## src/rtl/ps2_pkg.sv

```systemverilog
// Shared types and constants for the PS/2 receive path: frame FSM states,
// scan-code classification and the FIFO entry layout.
package ps2_pkg;

  typedef enum logic [1:0] {
    ST_IDLE,
    ST_DATA,
    ST_PARITY,
    ST_STOP
  } rx_state_t;

  typedef enum logic [1:0] {
    CODE_MAKE,
    CODE_EXT,
    CODE_BREAK
  } code_kind_t;

  localparam logic [7:0] BREAK_CODE = 8'hF0;
  localparam logic [7:0] EXT_CODE   = 8'hE0;
  localparam int         FRAME_BITS = 11;
  localparam int         DATA_BITS  = FRAME_BITS - 3;
  localparam int         ENTRY_W    = 9;

  typedef struct packed {
    logic       brk;
    logic [7:0] code;
  } entry_t;

  // E0 is an extended-code prefix and travels through the FIFO like any make code.
  function automatic code_kind_t classify(input logic [7:0] code);
    if (code == BREAK_CODE) return CODE_BREAK;
    if (code == EXT_CODE) return CODE_EXT;
    return CODE_MAKE;
  endfunction

  function automatic logic parity_ok(input logic [7:0] code, input logic par);
    return ^{code, par};
  endfunction

endpackage

```

## src/rtl/sync_fifo.sv

```systemverilog
// First-word-fall-through FIFO: the head entry is always visible on rd_data;
// a write into a full FIFO only succeeds when a read frees a slot that cycle.
module sync_fifo #(
  parameter int DW = 9,
  parameter int AW = 3
) (
  input  logic          clk,
  input  logic          rst,
  input  logic          wr_en,
  input  logic [DW-1:0] wr_data,
  input  logic          rd_en,
  output logic [DW-1:0] rd_data,
  output logic          empty,
  output logic          full,
  output logic [AW:0]   count
);

  logic [DW-1:0] mem [2**AW];
  logic [AW-1:0] wr_ptr;
  logic [AW-1:0] rd_ptr;
  logic          rd_fire;
  logic          wr_fire;

  assign empty   = (count == '0);
  assign full    = count[AW];
  assign rd_fire = rd_en & ~empty;
  assign wr_fire = wr_en & (~full | rd_fire);
  assign rd_data = empty ? '0 : mem[rd_ptr];

  always_ff @(posedge clk) begin
    if (wr_fire) mem[wr_ptr] <= wr_data;
  end

  always_ff @(posedge clk) begin
    if (rst) begin
      wr_ptr <= '0;
      rd_ptr <= '0;
      count  <= '0;
    end else begin
      if (wr_fire) wr_ptr <= wr_ptr + 1'b1;
      if (rd_fire) rd_ptr <= rd_ptr + 1'b1;
      case ({wr_fire, rd_fire})
        2'b10:   count <= count + 1'b1;
        2'b01:   count <= count - 1'b1;
        default: count <= count;
      endcase
    end
  end

endmodule

```

## src/rtl/ps2_rx_fifo.sv

```systemverilog
// PS/2 keyboard receiver: synchronises the pins, decodes 11-bit frames with
// parity/stop checking and timeout, folds F0 break prefixes, and queues codes.
module ps2_rx_fifo
  import ps2_pkg::*;
#(
  parameter int FIFO_AW     = 3,
  parameter int SYNC_STAGES = 2,
  parameter int TIMEOUT_CYC = 50000,
  parameter int BREAK_FOLD  = 1
) (
  input  logic                 clk,
  input  logic                 rst,
  input  logic                 ps2_clk,
  input  logic                 ps2_data,
  input  logic                 rd_en,
  output logic [ENTRY_W-1:0]   rd_data,
  output logic                 rd_valid,
  output logic [FIFO_AW:0]     count,
  output logic                 parity_err,
  output logic                 frame_err,
  output logic                 overflow,
  input  logic                 clr_err
);

  localparam int TW = (TIMEOUT_CYC > 1) ? $clog2(TIMEOUT_CYC) : 1;

  logic [SYNC_STAGES-1:0] clk_sync;
  logic [SYNC_STAGES-1:0] data_sync;
  logic                   clk_last;
  logic                   fall;
  logic                   bit_in;

  rx_state_t              state;
  logic [2:0]             bitcnt;
  logic [7:0]             shreg;
  logic                   par_bit;
  logic [TW-1:0]          tcnt;
  logic                   break_pending;
  logic                   push_valid;
  entry_t                 push_entry;

  logic                   fifo_empty;
  logic                   fifo_full;
  logic                   pop;

  // Preset to idle-high so leaving reset never looks like a clock edge.
  always_ff @(posedge clk) begin
    if (rst) begin
      clk_sync  <= '1;
      data_sync <= '1;
      clk_last  <= 1'b1;
    end else begin
      clk_sync  <= {clk_sync[SYNC_STAGES-2:0], ps2_clk};
      data_sync <= {data_sync[SYNC_STAGES-2:0], ps2_data};
      clk_last  <= clk_sync[SYNC_STAGES-1];
    end
  end

  assign fall   = clk_last & ~clk_sync[SYNC_STAGES-1];
  assign bit_in = data_sync[SYNC_STAGES-1];

  always_ff @(posedge clk) begin
    if (rst) begin
      state         <= ST_IDLE;
      bitcnt        <= '0;
      shreg         <= '0;
      par_bit       <= 1'b0;
      tcnt          <= '0;
      break_pending <= 1'b0;
      push_valid    <= 1'b0;
      push_entry    <= '0;
      parity_err    <= 1'b0;
      frame_err     <= 1'b0;
    end else begin
      parity_err <= 1'b0;
      frame_err  <= 1'b0;
      push_valid <= 1'b0;

      if (fall) tcnt <= '0;
      else if (state != ST_IDLE) tcnt <= tcnt + 1'b1;

      // A stalled frame is abandoned, and any half-seen break sequence with it.
      if (!fall && state != ST_IDLE && tcnt == TW'(TIMEOUT_CYC - 1)) begin
        frame_err     <= 1'b1;
        state         <= ST_IDLE;
        break_pending <= 1'b0;
        tcnt          <= '0;
      end else if (fall) begin
        case (state)
          ST_IDLE: begin
            if (!bit_in) begin
              state  <= ST_DATA;
              bitcnt <= '0;
            end
          end
          ST_DATA: begin
            shreg  <= {bit_in, shreg[7:1]};
            bitcnt <= bitcnt + 1'b1;
            if (bitcnt == 3'(DATA_BITS - 1)) state <= ST_PARITY;
          end
          ST_PARITY: begin
            par_bit <= bit_in;
            state   <= ST_STOP;
          end
          ST_STOP: begin
            state <= ST_IDLE;
            if (!parity_ok(shreg, par_bit)) begin
              parity_err <= 1'b1;
            end else if (!bit_in) begin
              frame_err <= 1'b1;
            end else if (BREAK_FOLD != 0 && classify(shreg) == CODE_BREAK) begin
              break_pending <= 1'b1;
            end else begin
              push_valid      <= 1'b1;
              push_entry.brk  <= (BREAK_FOLD != 0) && break_pending;
              push_entry.code <= shreg;
              break_pending   <= 1'b0;
            end
          end
          default: state <= ST_IDLE;
        endcase
      end
    end
  end

  assign pop      = rd_en & ~fifo_empty;
  assign rd_valid = ~fifo_empty;

  // A fresh drop outranks a same-cycle clear so no lost byte goes unreported.
  always_ff @(posedge clk) begin
    if (rst) overflow <= 1'b0;
    else if (push_valid && fifo_full && !pop) overflow <= 1'b1;
    else if (clr_err) overflow <= 1'b0;
  end

  sync_fifo #(
    .DW (ENTRY_W),
    .AW (FIFO_AW)
  ) u_fifo (
    .clk     (clk),
    .rst     (rst),
    .wr_en   (push_valid),
    .wr_data (push_entry),
    .rd_en   (rd_en),
    .rd_data (rd_data),
    .empty   (fifo_empty),
    .full    (fifo_full),
    .count   (count)
  );

endmodule

```

## config.mk

```make
export PLATFORM = sky130hd
export DESIGN_NAME = ps2_rx_fifo
export DESIGN_NICKNAME = d
export VERILOG_FILES = /design/src/rtl/ps2_pkg.sv /design/src/rtl/sync_fifo.sv /design/src/rtl/ps2_rx_fifo.sv
export SDC_FILE = /design/constraint.sdc
export NUM_CORES = 1
export LEC_CHECK = 0
export ABC_AREA = 1
export CAP_MARGIN = 0
export CELL_PAD_IN_SITES_DETAIL_PLACEMENT = 1
export CELL_PAD_IN_SITES_GLOBAL_PLACEMENT = 1
export CORE_ASPECT_RATIO = 0.9
export CORE_UTILIZATION = 50
export DETAILED_ROUTE_END_ITERATION = 7
export GPL_TIMING_DRIVEN = 1
export PLACE_DENSITY_LB_ADDON = 0.1
export SLEW_MARGIN = 40
export SYNTH_ARGS = -nofsm -noshare
export SYNTH_HDL_FRONTEND = slang
export SYNTH_SLANG_ARGS = --single-unit
```

## constraint.sdc

```tcl
create_clock -name clk -period 5.45 [get_ports clk]
set_clock_uncertainty 0.15 [all_clocks]
set_input_delay 1.09 -clock clk [delete_from_list [all_inputs] [get_ports clk]]
set_output_delay 1.09 -clock clk [all_outputs]
set_load 0.01 [all_outputs]
```

==> reports/metrics.csv, run 1 <==
metric;value;unit
cpPeakStageDelay;0.76;ns
yosysWarnings;0;
hold_path_class;register to register;
required;4.21;ns
maxCapViolCount;0;
ff2ff_path_depth;11;
gr-total-overflow;0;
start_util;52.08;%
gp_congestion;0.8257;
critPathLaunchType;register;
hold_viol;0;
r2r_end;u_fifo.count[3];
dieArea;0.01183;mm2
fp.dieW;114.6;um
avgRoutedWirePerCell;18.63;um
status;finished clean;
arrival;2.86;ns
cp_max_fo;19;
num_vias;4347;
die_h;103.3;um
grt_pass1_wl;23600;um
area_growth;16.29;%
rr_startpoint;u_fifo.count[2];
path_depth;5;
worst_pin_slew;0.7910;ns
finalSetupViolCount;0;
cts_buffers;17;
cp_num_buf_inv;2;
rows;36;
crit_type;register to primary output;
drt_pass1_iterations;4;
syn_area_per_cell;9.314;um2
clk_latency;0.42;ns
finalNetCount;652;
worst_ir_drop_vdd;393.4;uV
drt-total-wl;14870;um
ctsResizeCount;0;
antenna_found_initial;0;
clk_pin_slew;0.06;ns
viasPerCell;5.447;
rrSetupSlack;2.07;ns
critPathCapture;rd_data[0];
cts_tree;built;
layout_common_cells;95 x nand2_1, 95 x nor2_1, 72 x edfxtp_1;
drive_gt1_share;7.740;%
path_delay_family;buffers and inverters;
cts-root-buf;clkbuf_16;
synthesis.nets;631;
rsz0062_at_grt;no;
ys_seq_area_share;59.70;%
core;0.01095;mm2
hpwlAfterDp;9137;um
slew_headroom;47.21;%
fin_crit_sh;75.26;%
ys_seq_elements;134;
static-leakage-power;2.440;nW
drc;0;
final_cell_area;0.006629;mm2
clock.fmax;0.2438;GHz
power_density;440.7;mW/mm2
cts_setup_buffers;0;
end_kind;primary output;
slew_violations;0;
grt_usage;27.26;%
ctsHtreeMaxLevel;4;
hold_start;clk_sync[0];
synth.distinct_cells;34;
cts.path.max_buffers;2;
place.port_buffers;22;
ant_nets;0;
grt_max_degree;38;
totalPowerFinal;2.921;mW
grt_pass1_vias;4639;
hold_ws;0.2739;ns
fin_tns_setup;0;ns
numClockSinks;134;
antenna_cells;0;
fin_crit;4.102;ns
drtIter0Drc;231;
synth_area;0.005700;mm2
ioPinCount;23;
synth_cells;612;
path_cells;inv_1 -> nor2_1 -> o21ai_0 -> a31oi_1 -> clkdlybuf4s50_1;
cp_slowest_cell;dfxtp_1;
hold_buffers;0;
placed_area;0.006030;mm2
-- worst min-delay path by stage --
stage                         to  slack (ns)  cells after the start
floorplan            clk_sync[1]        0.24                      1
global placement    data_sync[1]        0.25                      1
detailed placement  data_sync[1]        0.25                      1
CTS                  clk_sync[1]        0.27                      1
global route         clk_sync[1]        0.30                      1
finish               clk_sync[1]        0.27                      1
-- through the flow --
stage	utilization, %	setup WS, ns	cells
floorplan	-	2.631	612
global placement	54.93	1.766	766
detailed placement	55.09	1.638	766
CTS	60.54	1.135	798
global route	60.56	1.166	798
finish	60.56	1.348	798
-- state kept, by name, summed over array words and instances, names as in the netlist, named ones only --
signal	count
state	2
push_valid	1
bitcnt	3
clk_last	1
u_fifo.rd_ptr	3
frame_err	1
tcnt	16
clk_sync	2
push_entry	9
overflow	1
data_sync	2
u_fifo.mem	72
u_fifo.wr_ptr	3
parity_err	1
shreg	8
par_bit	1
break_pending	1
u_fifo.count	4
-- logic make-up (layout without fill, tap and decap cells) --
| logic type | Yosys count | after routing | share of synthesized area, % |
|---|---|---|---|
| flip-flops | 134 | 134 | 59.70 |
| AND/OR/NAND/NOR | 249 | 249 | 18.53 |
| XOR/XNOR | 10 | 10 | 1.537 |
| adder cells (fa/ha/maj) | 13 | 13 | 2.853 |
| AO/OA/AOI/OAI | 125 | 125 | 11.57 |
| buffers and inverters | 81 | 115 | 5.816 |
-- synth_stat cells --
library cell	count	area, um2
a21oi_2	1	8.760
xor2_1	7	61.31
inv_1	58	217.7
dfxtp_1	62	1241
inv_2	1	3.750
a22oi_1	1	7.510
clkinv_1	1	3.750
nor3_2	2	20.02
nor2_4	1	11.26
nand3_1	19	95.09
buf_6	2	22.52
nor2_1	103	386.6
clkbuf_1	11	41.29
nor3b_1	1	7.510
o21ai_0	61	305.3
buf_4	1	7.510
a21oi_1	41	205.2
nor2_2	1	6.260
edfxtp_1	72	2162
xnor2_1	3	26.28
ha_1	13	162.7
nand2_2	1	6.260
or2_2	5	31.28
o21ai_1	1	5.000
o22ai_1	9	56.30
nand3_2	1	10.01
o21a_1	1	7.510
a31oi_1	9	56.30
nand4_1	7	43.79
o21bai_1	1	7.510
nand4_4	1	21.27
nand2_1	95	356.6
nor3_1	12	60.06
buf_2	7	35.03
-- layer usage --
metal | routed length, um | track usage, %
met1 | 6335 | 32.33
met4 | 142 | 8.991
met3 | 697 | 6.643
met5 | 0 | 0
met2 | 7690 | 49.14
-- power by group --
part	total [mW]	switching, mW	leakage (nW)	internal (mW)
registers	1.13	0.0463	1.13	1.08
clock network	1.17	0.412	0.294	0.759
logic	0.620	0.383	1.02	0.237
total	2.92	0.842	2.44	2.08
-- layout make-up --
type                            count  area (um2)
Clock buffer                       21       440.4
Clock inverter                     11       156.4
Fill cell                        1246        4317
Inverter                           60       225.2
Multi-Input combinational cell    397        1986
Sequential cell                   134        3403
Tap cell                          152       190.2
Timing Repair Buffer               23       227.7
No activity file was read; power rests on OpenSTA's default activity.
==> run 2: changes to the inputs <==
--- a/config.mk
+++ b/config.mk
@@ -10,7 +10,7 @@
 export CELL_PAD_IN_SITES_DETAIL_PLACEMENT = 1
 export CELL_PAD_IN_SITES_GLOBAL_PLACEMENT = 1
 export CORE_ASPECT_RATIO = 0.9
-export CORE_UTILIZATION = 50
+export CORE_UTILIZATION = 47
 export DETAILED_ROUTE_END_ITERATION = 7
 export GPL_TIMING_DRIVEN = 1
 export PLACE_DENSITY_LB_ADDON = 0.1
==> constraint.sdc (replaced) <==
create_clock -name clk -period 4 [get_ports clk]
set_clock_uncertainty 0.15 [all_clocks]
set_input_delay 0.8 -clock clk [delete_from_list [all_inputs] [get_ports clk]]
set_output_delay 0.8 -clock clk [all_outputs]
set_load 0.01 [all_outputs]
==> run 2 against run 1 <==
Effect of this change:
- die area rose by 6.3%
- first-iteration DRC count rose by 42%
- sequential power rose by 34%
- register-to-register slack got worse by 1.3 ns
- routed wire length fell by 5.9%
- final cell count rose by 1.4%
- critical endpoint unchanged
- largest cell class unchanged
==> reports/metrics.csv, run 2 (synthesis results as in run 1) <==
metric;value;unit;change
clockPowerShare;38.9;%;-1.2 points
cp_max_fo;25;;+6
num_vias;4285;;-1.4%
largestRegisters;u_fifo.mem (72), tcnt (16), push_entry (9);;
clk_pin_slew;0.05;ns;about the same
final_cells;809;;+1.4%
grt_max_degree;37;;-2.6%
ioPinCount;23;;unchanged
required;3.05;ns;-1.16 ns
static-leakage-power;2.470;nW;+1.2%
rows;37;;+2.8%
drt-total-wl;13990;um;-5.9%
viasPerCell;5.297;;-2.8%
place.port_buffers;22;;unchanged
ant_nets;0;;unchanged
grt_pass1_vias;4608;;-0.67%
fin_crit_sh;88.28;%;
swShare;29.68;%;+0.86 points
maxCapViolCount;0;;unchanged
totalPowerFinal;3.957;mW;+35%
cts_buffers;17;;unchanged
layout_common_cells;102 x nor2_1, 95 x nand2_1, 72 x edfxtp_1;;
cts-root-buf;clkbuf_16;;
place_inst;777;;+1.4%
gp_congestion;0.7836;;-5.1%
finalSetupViolCount;0;;unchanged
gr-total-overflow;0;;unchanged
slew_headroom;48.76;%;+1.6 points
drive_gt1_share;8.116;%;+0.38 points
fin_crit;3.531;ns;
postLayoutCoreUtil;57.35;%;-3.2 points
cts.path.max_buffers;2;;unchanged
area_growth;16.90;%;
clock.fmax;0.2832;GHz;
cts_setup_buffers;0;;unchanged
grt_pass1_wl;23650;um;+0.18%
crit_type;register to primary output;;
ctsHtreeMaxLevel;4;;unchanged
core;0.01162;mm2;+6.2%
power_frac_comb;22.9;%;+1.7 points
ctsResizeCount;0;;unchanged
fin_tns_setup;0;ns;unchanged
seq_power_share;38.3;%;-0.4 points
slew_violations;0;;unchanged
clk_latency;0.41;ns;about the same
fp.dieW;118.1;um;+3.1%
hpwlAfterDp;9504;um;+4.0%
setup_slack;0.4689;ns;-0.8795 ns
avgRoutedWirePerCell;17.29;um;-7.2%
critPathLaunchType;register;;
hold_path_class;register to register;;
drc;0;;unchanged
antenna_found_initial;0;;unchanged
hold_viol;0;;unchanged
status;finished clean;;
dp_slack;0.7267;ns;-0.9111 ns
p_int;2.783;mW;+34%
worst_pin_slew;0.7657;ns;-0.02529 ns
end_kind;primary output;;
fillers;1330;;+6.7%
start_util;49.06;%;-3.0 points
drt_pass1_iterations;4;;unchanged
hold_buffers;0;;unchanged
final_common_cell;nor2_1;;
drtIter0Drc;329;;+42%
numClockSinks;134;;unchanged
largest-register;u_fifo.mem;;
grt_usage;24.56;%;-2.7 points
cts_tree;built;;
worst_ir_drop_vdd;353.8;uV;-10%
p_sw;1.174;mW;+40%
rsz0062_at_grt;no;;
arrival;2.58;ns;-0.28 ns
power_density;593.9;mW/mm2;+35%
dieArea;0.01257;mm2;+6.3%
largest_reg_flops;72;;unchanged
die_h;106.5;um;+3.1%
antenna_cells;0;;unchanged
finalNetCount;659;;+1.1%
## run 2: changes by cell type in the layout (fill, tap and decap cells not counted)
cell        change
clkbuf_8        +5
nor2_2          -7
nor2_1          +7
clkinv_1        -1
buf_4           +7
inv_2           -1
clkbuf_1        -2
bufinv_16       -3
clkinv_4        -1
clkinvlp_4      +2
clkbuf_16       +1
## run 2: final timing paths
path                                       from         endpoint  slack (ns)  depth (start not counted)
worst min-delay path               data_sync[0]     data_sync[1]        0.26                          1
worst max-delay path                   register       rd_data[0]        0.47                          6
worst max register to register  u_fifo.count[3]  u_fifo.count[3]        0.77                         12
worst min register to register     data_sync[0]     data_sync[1]        0.26                          1
## run 2: routing by layer
layer  vias to the layer above  part of all wire [%]  track usage (%)
met2                        70                    50            42.35
li1                       2112                     -                -
met3                        25                   3.4            4.989
met1                      2078                    45            30.28
met4                         0                   2.1            9.615
met5                         -                     0                0
## run 2: final cells by class
class / count / area, um2 / share of cell area [%]
flip-flops and latches: 134 / 3403 / 51.07
multi-input cells: 397 / 1968 / 29.53
clock buffers: 25 / 526.8 / 7.905
repair buffers: 30 / 280.3 / 4.206
inverters: 60 / 225.2 / 3.380
well taps: 156 / 195.2 / 2.929
clock inverters: 7 / 65.06 / 0.9763
## run 2: power by group through the flow
stage	registers [mW]	logic [mW]	clock network (mW)
after detailed placement	1.54	0.897	0
after floorplan	1.53	0.531	0
after CTS	1.51	0.908	1.55
final	1.51	0.905	1.54
after global routing	1.52	1.00	1.61
after global placement	1.54	0.862	0
## run 2: critical path, cell delays in order, from the launching register on
cell and delay [ns]:
dfxtp_1 0.31, inv_1 0.55, o21ai_0 0.21, o22ai_1 0.14, o21ai_0 0.12, a31oi_1 0.23, clkdlybuf4s50_1 0.60
## run 2: through the flow
stage	instance area, um2	hold WS (ns)
2_1_floorplan	5700	0.2395
3_3_place_gp	6070	0.2430
3_5_place_dp	6070	0.2474
4_1_cts	6661	0.2629
5_1_grt	6664	0.2891
6_report	6664	0.2593
